===== config.mk =====
export PLATFORM = sky130hd
export DESIGN_NAME = regfile_sb
export DESIGN_NICKNAME = d
export VERILOG_FILES = /design/src/rtl/regfile_pkg.sv /design/src/rtl/regfile_sb_read_port.sv /design/src/rtl/regfile_sb.sv
export SDC_FILE = /design/constraint.sdc
export NUM_CORES = 2
export LEC_CHECK = 0
export BUFFER_PORTS_ARGS = -buffer_cell sky130_fd_sc_hd__buf_2
export CAP_MARGIN = 20
export CORE_MARGIN = 8
export CORE_UTILIZATION = 45
export CTS_CLUSTER_SIZE = 24
export DETAILED_ROUTE_END_ITERATION = 8
export SLEW_MARGIN = 20
export SYNTH_ARGS = -nofsm -noshare
export SYNTH_HDL_FRONTEND = slang
export SYNTH_SLANG_ARGS = --single-unit

===== constraint.sdc =====
create_clock -name clk -period 3.75 [get_ports clk]
set_input_delay 0.75 -clock clk [delete_from_list [all_inputs] [get_ports clk]]
set_output_delay 0.75 -clock clk [all_outputs]
set_load 0.05 [all_outputs]

===== src/rtl/regfile_pkg.sv =====
// regfile_pkg: shared defaults, address-width helper and data/address types for regfile_sb
package regfile_pkg;
  localparam int DEF_XLEN = 32;
  localparam int DEF_NREGS = 32;
  function automatic int addr_w(input int n);
    return (n > 1) ? $clog2(n) : 1;
  endfunction
  typedef logic [addr_w(DEF_NREGS)-1:0] reg_addr_t;
  typedef logic [DEF_XLEN-1:0] xlen_t;
endpackage


===== src/rtl/regfile_sb_read_port.sv =====
// rf_read_port: one combinational read port with highest-port-wins write bypass and busy masking
module rf_read_port
  import regfile_pkg::*;
#(
  parameter int XLEN = DEF_XLEN,
  parameter int AW = addr_w(DEF_NREGS),
  parameter int NWP = 1
) (
  input  logic [AW-1:0]             addr,
  input  logic [XLEN-1:0]           reg_val,
  input  logic                      reg_busy,
  input  logic [NWP-1:0]            we,
  input  logic [NWP-1:0][AW-1:0]    wr_addr,
  input  logic [NWP-1:0][XLEN-1:0]  wr_data,
  output logic [XLEN-1:0]           data,
  output logic                      busy
);
  logic hit;
  always_comb begin
    data = (addr == '0) ? '0 : reg_val;
    hit = 1'b0;
    for (int p = 0; p < NWP; p++) begin
      if (we[p] && wr_addr[p] == addr && addr != '0) begin
        data = wr_data[p];
        hit = 1'b1;
      end
    end
    busy = reg_busy && !hit;
  end
endmodule


===== src/rtl/regfile_sb.sv =====
// regfile_sb: register file with write bypass and per-register busy scoreboard
module regfile_sb
  import regfile_pkg::*;
#(
  parameter int XLEN = DEF_XLEN,
  parameter int NREGS = DEF_NREGS,
  parameter int NRP = 2,
  parameter int NWP = 1,
  localparam int AW = addr_w(NREGS)
) (
  input  logic                      clk,
  input  logic                      rst_n,
  input  logic [NRP-1:0][AW-1:0]    rs_addr,
  output logic [NRP-1:0][XLEN-1:0]  rs_data,
  output logic [NRP-1:0]            rs_busy,
  input  logic [NWP-1:0]            we,
  input  logic [NWP-1:0][AW-1:0]    wr_addr,
  input  logic [NWP-1:0][XLEN-1:0]  wr_data,
  input  logic                      alloc_valid,
  input  logic [AW-1:0]             alloc_rd,
  output logic                      alloc_stall,
  input  logic                      flush,
  output logic [NREGS-1:0]          busy_vec
);
  logic [NREGS-1:0][XLEN-1:0] regs;
  logic [NREGS-1:0] busy, busy_nxt, wb_clr, alloc_set;
  logic [NWP-1:0] we_g;
  logic alloc_wr_hit, alloc_ok;
  // Write enables are gated by reset so bypass data cannot leak out while reset is held
  assign we_g = rst_n ? we : '0;
  always_comb begin
    wb_clr = '0;
    alloc_wr_hit = 1'b0;
    for (int p = 0; p < NWP; p++) begin
      if (we_g[p]) wb_clr[wr_addr[p]] = 1'b1;
      if (we_g[p] && wr_addr[p] == alloc_rd) alloc_wr_hit = 1'b1;
    end
  end
  assign alloc_stall = alloc_valid && alloc_rd != '0 && busy[alloc_rd] && !alloc_wr_hit;
  assign alloc_ok = alloc_valid && !alloc_stall && !flush && alloc_rd != '0;
  // Priority: flush clears everything, then an accepted alloc overrides a same-reg writeback clear
  always_comb begin
    alloc_set = '0;
    alloc_set[alloc_rd] = alloc_ok;
    busy_nxt = flush ? '0 : ((busy & ~wb_clr) | alloc_set) & {{(NREGS-1){1'b1}}, 1'b0};
  end
  always_ff @(posedge clk or negedge rst_n) begin
    if (!rst_n) begin
      regs <= '0;
      busy <= '0;
    end else begin
      busy <= busy_nxt;
      for (int p = 0; p < NWP; p++)
        if (we_g[p] && wr_addr[p] != '0) regs[wr_addr[p]] <= wr_data[p];
    end
  end
  assign busy_vec = busy;
  for (genvar i = 0; i < NRP; i++) begin : g_rp
    rf_read_port #(.XLEN(XLEN), .AW(AW), .NWP(NWP)) u_rp (
      .addr(rs_addr[i]),
      .reg_val(regs[rs_addr[i]]),
      .reg_busy(busy[rs_addr[i]]),
      .we(we_g),
      .wr_addr(wr_addr),
      .wr_data(wr_data),
      .data(rs_data[i]),
      .busy(rs_busy[i])
    );
  end
  a_zero: assert property (@(posedge clk) disable iff (!rst_n) regs[0] == '0 && !busy[0]);
  a_stall: assert property (@(posedge clk) disable iff (!rst_n) alloc_stall |-> !alloc_ok);
endmodule


=== Word level (Yosys, flattened, before mapping) ===
Index checks and enable logic that the tools add are counted.

* Mux-type cells: 27
* Magnitude comparators: 6
* Reductions and logical operators: 27
* Bitwise operators: 4
* Equality and inequality tests: 3

{| class="wikitable"
|+ Operator list
! cell !! number
|-
| 1024-bit bitwise mux || 1
|-
| 32-bit binary-select mux with 5-bit select || 2
|-
| 32-bit two-way mux || 9
|-
| 32-bit demux with 5-bit select || 1
|-
| 32-bit bitwise AND || 2
|-
| 32-bit NOT || 1
|-
| 32-bit OR || 1
|-
| 5-bit by 6-bit less-than comparator with 1-bit output (second input constant) || 4
|-
| 5-bit nonzero test || 4
|-
| 1-bit logical AND || 16
|-
| 1-bit binary-select mux with 5-bit select || 3
|-
| 5-bit equality test || 3
|-
| 1-bit demux with 5-bit select || 2
|-
| 5-bit by 1-bit greater-or-equal comparator with 1-bit output (second input constant) || 2
|-
| 5-bit logical NOT || 2
|-
| 1-bit two-way mux || 9
|-
| 1-bit logical NOT || 5
|}

* Flip-flop bits (word level): 1056
* Word-level logic and storage cells: 100
* Output and inout port bits: 99
* Bits of input ports: 57

=== Longest topological paths before layout ===
* Depth after elaboration: 12
* Mapped depth: 10
* Depth with buffers taken out: 6

=== Cells and area by module ===
From an unflattened synthesis, not the netlist that was laid out.

* Cells, all modules: 3775
* Area total of the unflattened synthesis: 57833.0 µm²

{| class="wikitable"
|+ By module, submodules not included
! module !! sequential area each (µm²) !! cells an instance !! times used !! area each (µm²)
|-
| regfile_sb || 26400.3 || 3535 || 1 || 56326.5
|-
| rf_read_port || 0.0 || 120 || 2 || 753.2
|}

=== Least setup slack after synthesis ===
OpenSTA, ideal clock, no wires.

* Kind: input -> output
* From: input port alloc_rd[4]
* To: output port alloc_stall
* Path buffers: 1
* Stages: 5
* Path slack: 0.303 ns
* Data arrival time: 2.697 ns
* Required time: 3.000 ns
* Cell sequence: buf_2 -> or3_1 -> o22ai_1 -> o21ai_4 -> a31oi_1

* Word-level cells in the longest chain between the ends: 5
* Elaborated cells between the ends (all ways): 10
* Classes of those cells: eq/ne (1); mux (3); reduce/logical (6)

{| class="wikitable"
|+ Ends and longest elaborated chain
! element !! RTL line !! RTL
|-
| start: declaration || regfile_sb.sv:20 || <nowiki>input logic [AW-1:0] alloc_rd,</nowiki>
|-
| branches (longest 4 deep; another with 1-bit binary-select mux with 5-bit select) || n/a ||
|-
| 1-bit logical AND * || regfile_sb.sv:39 || <nowiki>assign alloc_stall = alloc_valid && alloc_rd != '0 && busy[alloc_rd] && !alloc_wr_hit;</nowiki>
|-
| end: declaration || regfile_sb.sv:21 || <nowiki>output logic alloc_stall,</nowiki>
|}

Mark *: on every way between the ends. The select of a mux whose other input is x is not followed.

==> impl_metrics.tcl <==
set metrics [dict create \
    status "finished clean" \
    gp_congestion 0.834 \
    relSlewSlack_pct 37.6 \
    grtUsageTotal_pct 28.0 \
    netlist_area_mm2 0.0568 \
    ys_types 63 \
    fmax_mhz 268 \
    core_area_mm2 0.125 \
    critPathMaxStageDelay_ns 0.42 \
    p_leak_nw 29.8 \
    via_per_inst 6.66 \
    h-tree-depth 3 \
    synthesis.nets 3992 \
    crit_slowest_cell "nor2b_4" \
    cts_root_buf "clkbuf_16" \
    multi_input_area_mm2 0.0286 \
    finalClockSkew_ns 0.0279 \
    r2r_end "busy_vec[25]" \
    critical_path_arrival_ns 2.98 \
    clk_pin_slew_ns 0.06 \
    synth_top_family_by_area "multiplexers" \
    report.final.slew_viol_count 0 \
    grt_pass1_wl_um 284000 \
    crit_chain "buf_2 -> nor2b_4 -> nand2_4 -> buf_4 -> o221ai_1 -> a21oi_1 -> buf_4 -> nand2_1 -> a32o_1 -> buf_12" \
    place.port_buffers 154 \
    pwr-share-seq_pct 43.2 \
    mostFrequentLayoutCells "dfrtp_1, mux2_2, mux4_2" \
    first_global_vias 39200 \
    wl_per_cell_um 33.4 \
    clkSinkCount 1055 \
    via_count 39000 \
    synth_xor_area_share_pct 0.231 \
    hp-class "input port to async pin" \
    yosysWarningCount 0 \
    antenna_found_initial 13 \
    worstMarginPinSlew_ns 0.937 \
    reg2reg_from "busy_vec[8]" \
    min_period_ns 3.73 \
    syn2layout_area_growth_pct 17.7 \
    clockBufferDepth 3 \
    floorplan.rows 130 \
    io_pins 156 \
    switching_power_w 0.00862 \
    drt_wl_total_um 196000 \
    synth_top_flop_cell "dfrtp_1" \
    die_w_um 371 \
    design.die.area_mm2 0.138 \
    synth_compound_area_share_pct 6.29 \
    critPathCaptureType "primary output" \
    drive_gt1_share_pct 51.1 \
    placed_cell_area_mm2 0.0625 \
    p_sw_share_pct 26.9 \
    synthArstFlopShare_pct 100 \
    fin_nets 4151 \
    first_pass_iters 7 \
    fin_util_pct 53.3 \
    grt_max_degree 176 \
    final_area_mm2 0.0668 \
    cp_max_fo 12 \
    internal_power_w 0.0234 \
    final_common_cell "dfrtp_1" \
    ys_ff_latch 1055 \
    worstSkewPairLatency_ns 0.74 \
    synth-seq-area-share_pct 46.5 \
    grt_overflow 0 \
    syn_area_per_cell_um2 14.4 \
    netlist_instances 3935 \
    finalPower_w 0.0321 \
    p_clk_share_pct 38.9 \
    fillers 10400 \
    rsz0062_at_grt "false" \
    fin_crit_sh_pct 99.4 \
    setup_viol 0 \
    drt-initial-drc-count 4308 \
    synth_enable_flop_cells 0 \
    synthSimpleGateAreaFrac_pct 2.55 \
    pwr_density_cell_mw_per_mm2 480 \
    r2r_setup_slack_ns 1.54 \
    ant_nets 0 \
    hold_viol 0 \
    cts_tree "yes" \
    drc 0 \
    critical_path_required_ns 3.00 \
    worst_path_most_repeated_cell "buf_4" \
    worstSetupPathType "input port to primary output" \
    start_util_pct 45.3 \
    startpoint_type "input port" \
    muxShareOfSynthArea_pct 40.7 \
    pwr-share-comb_pct 17.9 \
    ir_drop_mv 0.406 \
    die_y_um 371 \
    max-cap-violations 0 \
    cts_made_buffers 117 \
    reg2regPathDepth 6 \
    seq_area_mm2 0.0264 \
    post-dp-hpwl_um 120000 \
    synth_adder_area_share_pct 0 \
]
==> worst max-delay path: cells and delay by family <==
family	cells	cell delay, ns
AND/OR/NAND/NOR	3	0.81
buffers and inverters	4	0.77
AO/OA/AOI/OAI	3	0.61
==> flip-flops by register name, indices dropped and copies added (netlist names) <==
signal and count:
busy_vec 31, regs 1024
==> power groups by stage <==
stage	sequential [W]	clock, W	combinational (W)
floorplan	0.0137	0	0.00388
global placement	0.0139	0	0.00561
detailed placement	0.0140	0	0.00570
CTS	0.0138	0.0126	0.00573
global route	0.0140	0.0131	0.00608
finish	0.0139	0.0125	0.00573
==> Yosys cell counts, types with 4 or more instances <==
| cell | number | area share [%] |
|---|---|---|
| a2111oi_0 | 6 | 0.093 |
| buf_1 | 46 | 0.30 |
| nor2_1 | 31 | 0.20 |
| a41oi_4 | 4 | 0.19 |
| a21oi_1 | 84 | 0.74 |
| nand3b_1 | 16 | 0.21 |
| inv_1 | 19 | 0.13 |
| a32o_1 | 49 | 0.86 |
| and2_1 | 5 | 0.055 |
| o22ai_1 | 24 | 0.26 |
| o221ai_1 | 43 | 0.66 |
| nor2_2 | 4 | 0.044 |
| xor2_1 | 13 | 0.20 |
| o21ai_1 | 10 | 0.088 |
| a211oi_1 | 40 | 0.53 |
| mux2_2 | 931 | 18 |
| or3_1 | 7 | 0.077 |
| nand2b_1 | 6 | 0.066 |
| nand3_1 | 56 | 0.49 |
| a22o_1 | 27 | 0.42 |
| nor3b_1 | 6 | 0.079 |
| nand2_1 | 118 | 0.78 |
| o211ai_1 | 6 | 0.079 |
| o32ai_1 | 19 | 0.29 |
| a22oi_1 | 121 | 1.6 |
| buf_4 | 25 | 0.33 |
| nor2b_1 | 18 | 0.20 |
| buf_2 | 149 | 1.3 |
| dfrtp_1 | 1055 | 47 |
| mux2i_1 | 177 | 3.1 |
| nor3_1 | 14 | 0.12 |
| o21ai_0 | 13 | 0.11 |
| clkbuf_1 | 238 | 1.6 |
| mux2_1 | 65 | 1.3 |
| mux4_2 | 448 | 18 |
==> cell families (layout without fill, tap and decap cells) <==
logic type,after synthesis,count (layout)
compound gates,465,465
other cells,1,7
simple gates,296,296
xor+xnor,15,15
buf+inv,480,742
flops,1055,1055
mux,1623,1623
==> per-stage QoR <==
step | hold WS (ns) | instances | setup TNS [ns] | setup WS (ns)
5_1_grt | 0.216 | 5849 | 0 | 0.0155
4_1_cts | 0.170 | 5841 | 0 | 0.0361
3_5_place_dp | 0.384 | 5617 | -0.337 | -0.168
3_3_place_gp | 0.377 | 5617 | -0.405 | -0.185
6_report | 0.167 | 5853 | 0 | 0.0212
2_1_floorplan | 0.441 | 3935 | 0 | 0.303
==> layout make-up <==
type | instances | share of cell area, %
repair buffers | 501 | 8.25
diodes | 6 | 0.0225
clock buffers | 165 | 5.21
well taps | 1650 | 3.09
inverters | 19 | 0.107
multi-input cells | 2400 | 42.8
flip-flops and latches | 1055 | 39.5
clock inverters | 57 | 1.06
==> worst max path at each step <==
stage	from	to	slack, ns	cells after the start
after floorplan	alloc_rd[4]	alloc_stall	0.30	5
after global placement	rs_addr[6]	rs_data[45]	-0.18	9
after detailed placement	rs_addr[5]	rs_data[45]	-0.17	10
after CTS	rs_addr[0]	rs_data[27]	0.04	8
after global routing	rs_addr[8]	rs_data[48]	0.02	10
final	rs_addr[8]	rs_data[48]	0.02	10
==> layer usage <==
layer	share of wire [%]	GRT usage, %	up-vias
li1	-	-	15600
met1	42	39.5	21100
met2	46	43.4	1845
met3	8.1	5.76	411
met4	3.8	9.54	2
met5	0.0061	0	-
==> what timing repair did <==
| action | in CTS | in global routing |
|---|---|---|
| pin swaps | 0 | 1 |
| hold endpoints to repair | 4 | 0 |
| endpoints found under the setup margin | 12 | 14 |
| cloned | 1 | 0 |
| resized for setup | 6 | 3 |
| hold buffers | 1 | 0 |
| buffers inserted | 0 | 6 |
Note: power is estimated with default switching activity, not from simulation.
